===== src/rtl/cpu_sequencer_pkg.sv =====
// Shared constants and types for the CPU fetch/execute sequencer.
// Latency: n/a (declarations only).
// Backpressure: n/a.
package cpu_sequencer_pkg;

    // Opcodes held in inst[15:12]
    localparam logic [3:0] OP_HALT  = 4'hA;
    localparam logic [3:0] OP_JMP   = 4'hC;
    localparam logic [3:0] OP_STORE = 4'hD;
    localparam logic [3:0] OP_LOAD  = 4'hE;
    localparam logic [3:0] OP_LDI   = 4'hF;

    localparam logic [7:0] RESET_PC_DEF = 8'h00;

    typedef enum logic [1:0] {
        ST_IDLE   = 2'd0,
        ST_FETCH  = 2'd1,
        ST_EXEC   = 2'd2,
        ST_HALTED = 2'd3
    } seq_state_t;

    // Instructions are 16-bit words, so every PC value is an even byte address.
    function automatic logic [7:0] even_addr(input logic [7:0] a);
        return {a[7:1], 1'b0};
    endfunction

endpackage


===== src/rtl/cpu_sequencer.sv =====
// Fetch/execute controller: owns PC, IR and the retired counter; time-shares the single-port memory.
// Latency: 2 cycles per instruction (FETCH then EXEC), no overlap.
// Backpressure: stall freezes FETCH/EXEC and masks mem_we/reg_we; IDLE/HALTED ignore it.
//
// Ports:
//   clk, rst_n        clock (rising edge), asynchronous active-low reset
//   start             level; leaves IDLE/HALTED and begins fetching
//   stall             level; holds state/PC/IR/counter and suppresses writes in FETCH/EXEC
//   mem_rdata         combinational memory read data (instruction fetch)
//   data_addr         load/store byte address from the datapath (reg_o1)
//   mem_word          memory word address; mem_we memory write enable
//   inst              IR contents; reg_we register-file write enable
//   pc                current PC byte address; halted high in HALTED; retired instruction count
module cpu_sequencer
    import cpu_sequencer_pkg::*;
#(
    parameter logic [7:0] RESET_PC = RESET_PC_DEF,
    parameter logic [3:0] HALT_OP  = OP_HALT,
    parameter logic [3:0] JMP_OP   = OP_JMP,
    parameter logic [3:0] STORE_OP = OP_STORE,
    parameter logic [3:0] LOAD_OP  = OP_LOAD
) (
    input  logic        clk,
    input  logic        rst_n,
    input  logic        start,
    input  logic        stall,
    input  logic [15:0] mem_rdata,
    input  logic [7:0]  data_addr,
    output logic [6:0]  mem_word,
    output logic        mem_we,
    output logic [15:0] inst,
    output logic        reg_we,
    output logic [7:0]  pc,
    output logic        halted,
    output logic [15:0] retired
);

    seq_state_t  state_q, state_d;
    logic [7:0]  pc_q, pc_d;
    logic [15:0] inst_q, inst_d;
    logic [15:0] retired_q, retired_d;
    logic [3:0]  op;

    // Byte lane selection on loads is done in the datapath; only the word address is used here.
    logic unused_data_lsb;
    assign unused_data_lsb = data_addr[0];

    assign op = inst_q[15:12];

    // State register together with the PC/IR/counter it sequences.
    always_ff @(posedge clk or negedge rst_n) begin
        if (!rst_n) begin
            state_q   <= ST_IDLE;
            pc_q      <= even_addr(RESET_PC);
            inst_q    <= 16'h0000;
            retired_q <= 16'h0000;
        end else begin
            state_q   <= state_d;
            pc_q      <= pc_d;
            inst_q    <= inst_d;
            retired_q <= retired_d;
        end
    end

    // Next-state and register updates.
    always_comb begin
        state_d   = state_q;
        pc_d      = pc_q;
        inst_d    = inst_q;
        retired_d = retired_q;
        case (state_q)
            ST_IDLE: begin
                if (start) state_d = ST_FETCH;
            end
            ST_FETCH: begin
                if (!stall) begin
                    inst_d  = mem_rdata;
                    pc_d    = pc_q + 8'd2;      // wraps FE -> 00
                    state_d = ST_EXEC;
                end
            end
            ST_EXEC: begin
                // The instruction retires only on an unstalled EXEC cycle.
                if (!stall) begin
                    retired_d = retired_q + 16'd1;
                    if (op == JMP_OP) pc_d = even_addr(inst_q[7:0]);
                    state_d = (op == HALT_OP) ? ST_HALTED : ST_FETCH;
                end
            end
            ST_HALTED: begin
                if (start) state_d = ST_FETCH;  // resume from the PC after HALT
            end
            default: state_d = ST_IDLE;
        endcase
    end

    // Output decode from state and IR. Write enables are raw decodes masked by stall,
    // so a reset that leaves EXEC drops them without waiting for a clock.
    always_comb begin
        mem_word = pc_q[7:1];
        mem_we   = 1'b0;
        reg_we   = 1'b0;
        halted   = (state_q == ST_HALTED);
        if (state_q == ST_EXEC) begin
            if (op == STORE_OP) begin
                mem_word = data_addr[7:1];
                mem_we   = !stall;
            end else if (op == LOAD_OP) begin
                mem_word = data_addr[7:1];
                reg_we   = !stall;
            end else if (op != JMP_OP && op != HALT_OP) begin
                reg_we   = !stall;
            end
        end
    end

    assign inst    = inst_q;
    assign pc      = pc_q;
    assign retired = retired_q;

endmodule


===== config.mk =====
export PLATFORM = sky130hd
export DESIGN_NAME = cpu_sequencer
export DESIGN_NICKNAME = d
export VERILOG_FILES = /design/src/rtl/cpu_sequencer_pkg.sv /design/src/rtl/cpu_sequencer.sv
export SDC_FILE = /design/constraint.sdc
export NUM_CORES = 1
export LEC_CHECK = 0
export CAP_MARGIN = 20
export CORE_UTILIZATION = 44
export CTS_BUF_LIST = sky130_fd_sc_hd__clkbuf_8 sky130_fd_sc_hd__clkbuf_16
export DETAILED_ROUTE_END_ITERATION = 10
export GPL_TIMING_DRIVEN = 0
export PLACE_DENSITY_LB_ADDON = 0.05
export SYNTH_ARGS = -nofsm -noshare
export SYNTH_HDL_FRONTEND = slang
export SYNTH_SLANG_ARGS = --single-unit

===== constraint.sdc =====
create_clock -name clk -period 3 [get_ports clk]
set_clock_uncertainty 0.15 [all_clocks]
set_input_delay 0.6 -clock clk [delete_from_list [all_inputs] [get_ports clk]]
set_output_delay 0.6 -clock clk [all_outputs]
set_load 0.01 [all_outputs]

==> key figures, run 1 <==
Timing
  – Hold WS: between 0.3 and 0.4 ns
  – Minimum clock period: around 2.9 ns
  – Setup Viol. Count Final: 0
  – Pins Over Slew Limit: 0
  – Period utilisation layout: 0.965
  – Final hold viol count: 0
  – Max Fclk: between 300 and 400 MHz
  – RSZ-0062 raised after global routing: false
  – Post-Route Setup TNS: 0 ns

Final layout
  – Fin util: 0.695
  – # diodes: 0
  – Share of cells above drive strength 1: 0.100
  – # nets final: around 340
  – Fin area: roughly 3000 um2
  – Area Overhead vs Synth: 48.1%
  – Post-route insts no fill: 362
  – Most common cell after layout, fill and taps aside: clkdlybuf4s50_1
  – Most frequent cells in the layout: clkdlybuf4s50_1 (70), nand2_1 (63), dfrtp_1 (41)

GRT
  – Gr usage total: 0.205
  – Grt total ovfl: 0
  – GR Util met1: 0.295
  – Vias in the first global route: about 1800
  – Global-route wire length before repair: between 8 and 9 mm
  – Met3 usage: 0.0527
  – Largest net degree at the start of global routing: 38
  – Initial antenna violation count: 0
  – Busiest grt layer: met2
  – Met2 usage: 0.309

Routing
  – Vias/cell: roughly 5.1
  – Antenna viol nets, final: 0
  – WL final: roughly 4.8 mm
  – Residual DRC: 10
  – Vias: ~1900
  – DR iter-0 viols: 99
  – WL/cell: roughly 13 um
  – Detailed Routing Iterations Pass 1: 9

Yosys
  – Yosys reg bits: 41
  – Yosys top cell by area: dfrtp_1
  – Register area share after synthesis: 0.492
  – Synthesized area per cell: between 9 and 10 um2
  – Post-synth EDFFs: 0
  – Syn Inst Count: 222
  – Post-synthesis mux area share: 0.0552
  – Synth Area in Simple Gates: 0.244
  – Synth top area cells: dfrtp_1 (49%), nand2_1 (11%), xnor2_1 (5.0%), mux2_2 (4.3%), ha_1 (3.6%)
  – Synth top area share: 0.492
  – Complex-gate fraction of the synthesized area: 0.0738
  – Yosys warnings: 0
  – Synthesized Nets: 256
  – Largest family of logic cells by synthesized area: simple AND/OR/NAND/NOR gates
  – Netlist cell types: 40
  – Most used DFF post-synth: dfrtp_1
  – Post-synthesis xor/xnor area fraction: 0.0672
  – Post-Synth Adder-Cell Area: 0.0360
  – Post-Syn Area: 2090 um2
  – Ys async rst share: 1.00

CTS
  – Sink Count: ~40
  – CTS H-tree depth: 2
  – Worst-case clock buffer depth: 2
  – Clock transition at the registers of the reported paths: around 0.08 ns
  – Clk Latency, worst-skew pair: between 0.2 and 0.3 ns
  – Clock root cell: clkbuf_8
  – CTS tree: built
  – Num CTS Buffers: 5

Floorplan
  – DIE WIDTH: 70.9 um
  – Die ar.: between 5000 and 6000 um2
  – Initial Util: 0.469
  – Core Box Area: ~4400 um2
  – Die Y-Extent: between 70 and 80 um
  – Io pins: between 70 and 80
  – Row count: 24

Outcome
  – Status: finished with violations
  – Failing checks: DRC

Power and ir drop
  – Maximum VDD drop: 483 uV
  – PD cells: between 800 and 900 nW/um2
  – Lkg Pwr: about 1.4 nW

Hold path
  – Hold Crit Depth: 1
  – Worst Hold Class: register to register
  – Hold_sp: retired[15]
  – Worst Hold Path EP: retired[15]

Placed design
  – Routability congestion estimate: 0.821
  – Placed cell area: approximately 2900 um2
  – Post-DP HPWL: around 3.4 mm
  – DP Cell Count: between 300 and 400
  – PortBufs: 75

Worst setup path
  – WP data required: roughly 2.3 ns
  – Startpoint Class: register
  – Register-to-register setup slack: approximately 0.84 ns
  – R2r worst-path depth: 7
  – R2R Path End: pc[3]
  – Worst r2r src: state_q[0]
  – Worst-path fanout max: 7
  – Worst Path Class, Setup: register to primary output
  – Crit path capture type: primary output
  – CP arrival: roughly 2.2 ns

Run
  – Max-Cap Viols: 0
worst max-delay path, stage by stage, from the launching register on:
cell and delay (ns):
dfrtp_1 0.39, inv_1 0.10, ha_4 0.17, nand3_1 0.11
nor2_4 0.23, mux2_2 0.36, clkdlybuf4s50_1 0.48
routing by layer:
| metal | vias up | part of all wire |
|---|---|---|
| li1 | 921 | - |
| met1 | 859 | 0.48 |
| met3 | 6 | 0.073 |
| met4 | 0 | 0.011 |
| met2 | 75 | 0.43 |
| met5 | - | 0 |
through the flow:
stage	worst slack [ns]	power (mW)
5_1_grt	0.00166	2.72
3_5_place_dp	0.126	2.08
6_report	0.104	2.52
3_3_place_gp	0.132	2.06
2_1_floorplan	0.849	1.50
4_1_cts	0.00227	2.53
synthesized netlist by cell type, types with 2 or more instances:
master	count
inv_1	5
and3_1	2
xor2_1	4
nor2_1	14
ha_1	6
mux2_2	8
nand3_1	13
dfrtp_1	41
o21ai_0	7
nand2_1	63
nand3b_1	3
a21oi_1	3
nand2b_1	3
a211oi_1	2
nor3_1	8
xnor2_1	12
o31ai_1	2
buf_1	2
buf_2	2
clkbuf_1	2
power breakdown:
part / switching [mW] / total (mW) / internal [mW]
combinational: 0.548 / 1.19 / 0.644
clock: 0.179 / 0.421 / 0.242
sequential: 0.188 / 0.912 / 0.725
area by class of cell:
class                           count  area [um2]
Buffer                              8        43.8
Sequential cell                    41        1030
Multi-Input combinational cell    168        1010
Timing Repair Buffer               81         816
Clock inverter                      2        35.0
Inverter                            5        18.8
Tap cell                           52        65.1
Clock buffer                        5        68.8
Fill cell                         378        1360
flip-flops by register name, indices dropped and copies added (netlist names):
signal and count:
pc 7, retired 16, inst 16, state_q 2
worst max path at each step:
stage,from,end,slack [ns],depth (start not counted)
floorplan,state_q[0],mem_word[0],0.85,5
global placement,stall,reg_we,0.13,5
detailed placement,state_q[0],mem_word[0],0.13,6
CTS,state_q[0],mem_word[0],0.002,6
global route,state_q[0],mem_word[5],0.002,6
finish,state_q[0],mem_word[5],0.10,6
timing repair:
action | in CTS | in global routing
hold buffers | 1 | 0
endpoints found under the hold margin | 4 | 0
pin swaps | 1 | 1
buffers inserted | 1 | 3
gates resized for setup | 2 | 5
endpoints found under the setup margin | 7 | 7
cells by family after synthesis:
logic type / count (synthesis)
AO/OA/AOI/OAI: 22
XOR/XNOR: 16
adder cells (fa/ha/maj): 6
buffers and inverters: 13
flip-flops: 41
multiplexers: 10
other: 1
AND/OR/NAND/NOR: 113
Note: power is estimated with default switching activity, not from simulation.
==> inputs of run 2 (changes only) <==
--- a/config.mk
+++ b/config.mk
@@ -6,11 +6,12 @@
 export NUM_CORES = 1
 export LEC_CHECK = 0
 export CAP_MARGIN = 20
+export CORE_MARGIN = 4
 export CORE_UTILIZATION = 44
 export CTS_BUF_LIST = sky130_fd_sc_hd__clkbuf_8 sky130_fd_sc_hd__clkbuf_16
 export DETAILED_ROUTE_END_ITERATION = 10
 export GPL_TIMING_DRIVEN = 0
-export PLACE_DENSITY_LB_ADDON = 0.05
+export PLACE_DENSITY = 0.8
 export SYNTH_ARGS = -nofsm -noshare
 export SYNTH_HDL_FRONTEND = slang
 export SYNTH_SLANG_ARGS = --single-unit
==> key figures, run 2 (same netlist as run 1, synthesis figures left out) <==
Routing
  – Vias/cell: roughly 5.2
  – WL final: 5.27 mm
  – Residual DRC: 0
  – Antenna viol nets, final: 0
  – WL/cell: ~15 um
  – Detailed Routing Iterations Pass 1: 4
  – DR iter-0 viols: 153
  – Vias: ~1900

Floorplan
  – Row count: 24
  – DIE WIDTH: between 70 and 80 um
  – Core Box Area: approximately 4500 um2
  – Die Y-Extent: approximately 77 um
  – Die ar.: 5910 um2
  – Initial Util: 0.466
  – Io pins: 78

GRT
  – Global-route wire length before repair: around 8.8 mm
  – Vias in the first global route: 1779
  – Gr usage total: 0.185
  – Initial antenna violation count: 0
  – Grt total ovfl: 0
  – Largest net degree at the start of global routing: 42

CTS
  – Clock transition at the registers of the reported paths: 0.08 ns
  – Hold-fix buffers at CTS: 0
  – CTS tree: built
  – Sink Count: 41
  – Clk Latency, worst-skew pair: between 0.2 and 0.3 ns
  – Clock root cell: clkbuf_8
  – Num CTS Buffers: 5
  – Worst-case clock buffer depth: 2
  – CTS H-tree depth: 2

Run
  – Max-Cap Viols: 0

Placed design
  – Routability congestion estimate: 0.823
  – PortBufs: 75
  – DP Cell Count: between 300 and 400
  – Placed cell area: 2900 um2
  – Post-DP HPWL: roughly 4 mm

Power and ir drop
  – Lkg Pwr: between 1 and 1.5 nW
  – Maximum VDD drop: 492 uV
  – PD cells: between 800 and 900 nW/um2

Timing
  – Pins Over Slew Limit: 0
  – Setup Viol. Count Final: 0
  – Post-Route Setup TNS: 0 ns
  – RSZ-0062 raised after global routing: false
  – Period utilisation layout: 0.960
  – Worst rel slew slack: 0.404
  – Max Fclk: about 350 MHz
  – Slew at the pin closest to its max-slew limit: slightly below 0.9 ns
  – Minimum clock period: about 2.9 ns
  – Final hold viol count: 0

Outcome
  – Status: finished, final reports clean

Hold path
  – Worst Hold Class: input port to asynchronous set/reset pin

Worst setup path
  – Register-to-register setup slack: ~0.84 ns
  – CP arrival: 2.13 ns
  – Startpoint Class: register
  – Largest stage delay on the critical path: roughly 0.48 ns
  – R2r worst-path depth: 6
  – WP data required: about 2.3 ns
  – Worst-path fanout max: 7
  – Crit-path cells: ha_4 > nand3_1 > nor2_4 > mux2_2 > clkdlybuf4s50_1
  – Worst r2r src: state_q[1]
  – Slowest CP cell: clkdlybuf4s50_1
  – Worst Path Class, Setup: register to primary output
  – R2R Path End: pc[3]
  – Crit path capture type: primary output

Final layout
  – Sequential cell area: 1030 um2
  – Most common cell after layout, fill and taps aside: clkdlybuf4s50_1
  – FILL cells: between 300 and 400
  – Most frequent cells in the layout: clkdlybuf4s50_1 (72), nand2_1 (63), dfrtp_1 (41)
  – # nets final: about 340
  – Fin area: 3050 um2
  – Share of cells above drive strength 1: 0.0945
  – Area Overhead vs Synth: 46.0%
  – Footprint of the multi-input gates: 1010 um2
  – # diodes: 0
  – Post-route insts no fill: 359
## run 2: cell types whose count changed in the layout (fill, tap and decap cells not counted), sizes merged
cell	previous run	this run
dlygate4sd3	1	0
dlymetal6s2s	4	2
buf	12	10
clkdlybuf4s50	70	72
## run 2: report_power, final
part | switching (mW) | internal [mW] | leakage (nW)
clock network | 0.184 | 0.242 | 0.0540
registers | 0.195 | 0.724 | 0.525
logic | 0.565 | 0.645 | 0.785
## run 2: cell type report
type | count | area share
buffer | 8 | 0.0144
clock buffer | 5 | 0.0226
sequential | 41 | 0.337
tap | 52 | 0.0214
clock inverter | 2 | 0.0115
inverter | 5 | 0.00616
multi-input combinational | 168 | 0.333
timing repair buffer | 78 | 0.254
## run 2: timing repair
action,4_1_cts,5_1_grt
gates resized for setup,2,3
gates cloned,0,0
buffers inserted,1,2
pin swaps,1,1
endpoints found under the setup margin,7,7
## run 2: worst max-delay path by stage
stage | startpoint | end | slack (ns) | depth (start not counted)
after global routing | state_q[0] | mem_word[6] | 0.007 | 6
after floorplan | state_q[0] | mem_word[0] | 0.85 | 5
final | state_q[1] | mem_word[3] | 0.12 | 5
after global placement | state_q[0] | mem_word[3] | 0.17 | 6
after CTS | state_q[0] | mem_word[1] | 0.02 | 6
after detailed placement | state_q[0] | mem_word[1] | 0.14 | 6
## run 2: through the flow
step / hold slack, ns / worst slack [ns] / utilization / power (mW)
floorplan: 0.154 / 0.849 / - / 1.50
global placement: 0.309 / 0.175 / 0.648 / 2.06
detailed placement: 0.315 / 0.143 / 0.647 / 2.10
CTS: 0.311 / 0.0198 / 0.674 / 2.56
global route: 0.360 / 0.00750 / 0.681 / 2.75
finish: 0.277 / 0.121 / 0.681 / 2.55
## run 2: routing by layer
layer  global-route usage  up-vias  wire [um]
li1                     -      916          -
met1                0.236      890       2210
met2                0.302       70       2650
met3               0.0445        4        349
met4               0.0743        0         62
met5                    0        -          0
## run 2: critical path, delay by kind of cell, from the launching register on
kind	cells	cell delay, ns
muxes	1	0.36
and+or+nand+nor	2	0.34
adders and majority gates	1	0.20
DFF	1	0.45
buffers and inverters	1	0.48
==> inputs of run 3 (changes only) <==
--- a/config.mk
+++ b/config.mk
@@ -5,7 +5,9 @@
 export SDC_FILE = /design/constraint.sdc
 export NUM_CORES = 1
 export LEC_CHECK = 0
+export ABC_CLOCK_PERIOD_IN_PS = 3000
 export CAP_MARGIN = 20
+export CORE_ASPECT_RATIO = 0.75
 export CORE_MARGIN = 4
 export CORE_UTILIZATION = 44
 export CTS_BUF_LIST = sky130_fd_sc_hd__clkbuf_8 sky130_fd_sc_hd__clkbuf_16
==> key figures, run 3 (same netlist as run 1, synthesis figures left out) <==
GRT
  – Grt total ovfl: 0
  – Gr usage total: 0.189
  – Largest net degree at the start of global routing: 42
  – Global-route wire length before repair: roughly 8.6 mm
  – Initial antenna violation count: 0
  – Vias in the first global route: about 1800

Worst setup path
  – Crit-path cells: inv_1 > ha_4 > nand3_2 > nor2_4 > mux2_2 > clkdlybuf4s50_1
  – Critical path origin: state_q[0]
  – Worst r2r src: state_q[0]
  – CP arrival: 2.15 ns
  – Register-to-register setup slack: between 0.7 and 0.8 ns
  – Slowest CP cell: clkdlybuf4s50_1
  – CP endpoint: mem_word[3]
  – Largest stage delay on the critical path: roughly 0.48 ns
  – R2r worst-path depth: 7
  – R2R Path End: pc[3]
  – Worst Path Class, Setup: register to primary output
  – Startpoint Class: register
  – Worst-path fanout max: 7
  – Crit path capture type: primary output
  – WP data required: 2.25 ns

Timing
  – Period utilisation layout: 0.967
  – Minimum clock period: approximately 2.9 ns
  – Slew at the pin closest to its max-slew limit: approximately 0.9 ns
  – RSZ-0062 raised after global routing: false
  – Pins Over Slew Limit: 0
  – Max Fclk: roughly 340 MHz
  – Setup Viol. Count Final: 0
  – Hold WS: 0.271 ns
  – Post-Route Setup TNS: 0 ns
  – Worst rel slew slack: 0.407
  – Final hold viol count: 0

Final layout
  – Most common cell after layout, fill and taps aside: clkdlybuf4s50_1
  – # diodes: 0
  – Most frequent cells in the layout: clkdlybuf4s50_1 (73), nand2_1 (63), dfrtp_1 (41)
  – Share of cells above drive strength 1: 0.0977
  – Fin area: approximately 3100 um2
  – Area Overhead vs Synth: 46.9%
  – # nets final: 340

Power and ir drop
  – Maximum VDD drop: 471 uV
  – Lkg Pwr: roughly 1.4 nW
  – PD cells: ~850 nW/um2

Placed design
  – PortBufs: 75
  – Placed cell area: around 2900 um2
  – Post-DP HPWL: roughly 3.9 mm
  – Routability congestion estimate: between 0.8 and 0.9

Routing
  – Detailed Routing Iterations Pass 1: 4
  – DR iter-0 viols: between 150 and 200
  – WL final: roughly 5.4 mm
  – Vias/cell: slightly above 5
  – WL/cell: roughly 15 um
  – Antenna viol nets, final: 0
  – Vias: 1870
  – Residual DRC: 0

Floorplan
  – Io pins: 78
  – Core Box Area: 4520 um2
  – Row count: 21
  – Die ar.: 5920 um2
  – Die Y-Extent: around 68 um
  – Initial Util: 0.462
  – DIE WIDTH: 87.5 um

CTS
  – Sink Count: just over 40
  – Clock transition at the registers of the reported paths: 0.08 ns
  – CTS H-tree depth: 2
  – Hold-fix buffers at CTS: 0
  – CTS tree: built
  – Clk Latency, worst-skew pair: just under 0.3 ns
  – Worst-case clock buffer depth: 2
  – Num CTS Buffers: 5
  – Clock root cell: clkbuf_8

Outcome
  – Status: finished, final reports clean

Run
  – Max-Cap Viols: 0

Hold path
  – Worst Hold Class: input port to asynchronous set/reset pin
==> run 3: changes by cell type in the layout (fill, tap and decap cells not counted) <==
| cell | before | now |
|---|---|---|
| clkinvlp_4 | 0 | 1 |
| clkdlybuf4s50_1 | 72 | 73 |
| clkinv_2 | 1 | 0 |
| buf_4 | 4 | 3 |
| dlymetal6s2s_1 | 2 | 1 |
| nand3_2 | 0 | 1 |
| nand3_1 | 13 | 12 |
| clkbuf_8 | 5 | 6 |
==> run 3: cell type report <==
| cell class | count | area (um2) |
|---|---|---|
| Multi-Input combinational cell | 168 | 1020 |
| Buffer | 8 | 43.8 |
| Inverter | 5 | 18.8 |
| Clock buffer | 6 | 82.6 |
| Tap cell | 57 | 71.3 |
| Clock inverter | 2 | 37.5 |
| Timing Repair Buffer | 77 | 763 |
| Sequential cell | 41 | 1030 |
| Fill cell | 367 | 1460 |
==> run 3: metal layers <==
layer  GRT usage  part of all wire  vias to the layer above  routed length (um)
met5           0                 0                        -                   0
met4      0.0632             0.012                        0                  65
met3      0.0549             0.078                        7                 417
met2       0.294              0.47                       68                2510
met1       0.253              0.44                      875                2370
li1            -                 -                      920                   -
==> run 3: timing repair <==
action,4_1_cts,5_1_grt
resized for setup,3,2
pin swaps,1,1
buffers inserted,1,1
endpoints found under the setup margin,8,7
==> run 3: critical path, delay by kind of cell (launching register included) <==
kind / cells / cell delay, ns
adders and majority gates: 1 / 0.19
buffers and inverters: 2 / 0.59
DFF: 1 / 0.39
muxes: 1 / 0.37
and+or+nand+nor: 2 / 0.32
==> run 3: through the flow <==
| step | util | power [mW] | cells | setup slack [ns] |
|---|---|---|---|---|
| 6_report | 0.678 | 2.60 | 364 | 0.100 |
| 5_1_grt | 0.678 | 2.77 | 364 | 0.0237 |
| 2_1_floorplan | - | 1.50 | 222 | 0.849 |
| 3_5_place_dp | 0.642 | 2.10 | 354 | 0.139 |
| 4_1_cts | 0.674 | 2.60 | 363 | 0.0126 |
| 3_3_place_gp | 0.643 | 2.07 | 354 | 0.155 |
==> run 3: worst min-delay path by stage <==
stage,endpoint,cells past startpoint
6_report,inst[9],1
5_1_grt,retired[15],1
4_1_cts,inst[9],1
3_5_place_dp,inst[10],2
3_3_place_gp,inst[8],2
2_1_floorplan,inst[0],0
==> run 3: where the power goes <==
part | total [mW] | leakage, nW | switching, mW | internal [mW]
Sequential | 0.926 | 0.525 | 0.202 | 0.724
Clock | 0.459 | 0.0574 | 0.189 | 0.270
Combinational | 1.21 | 0.779 | 0.567 | 0.648
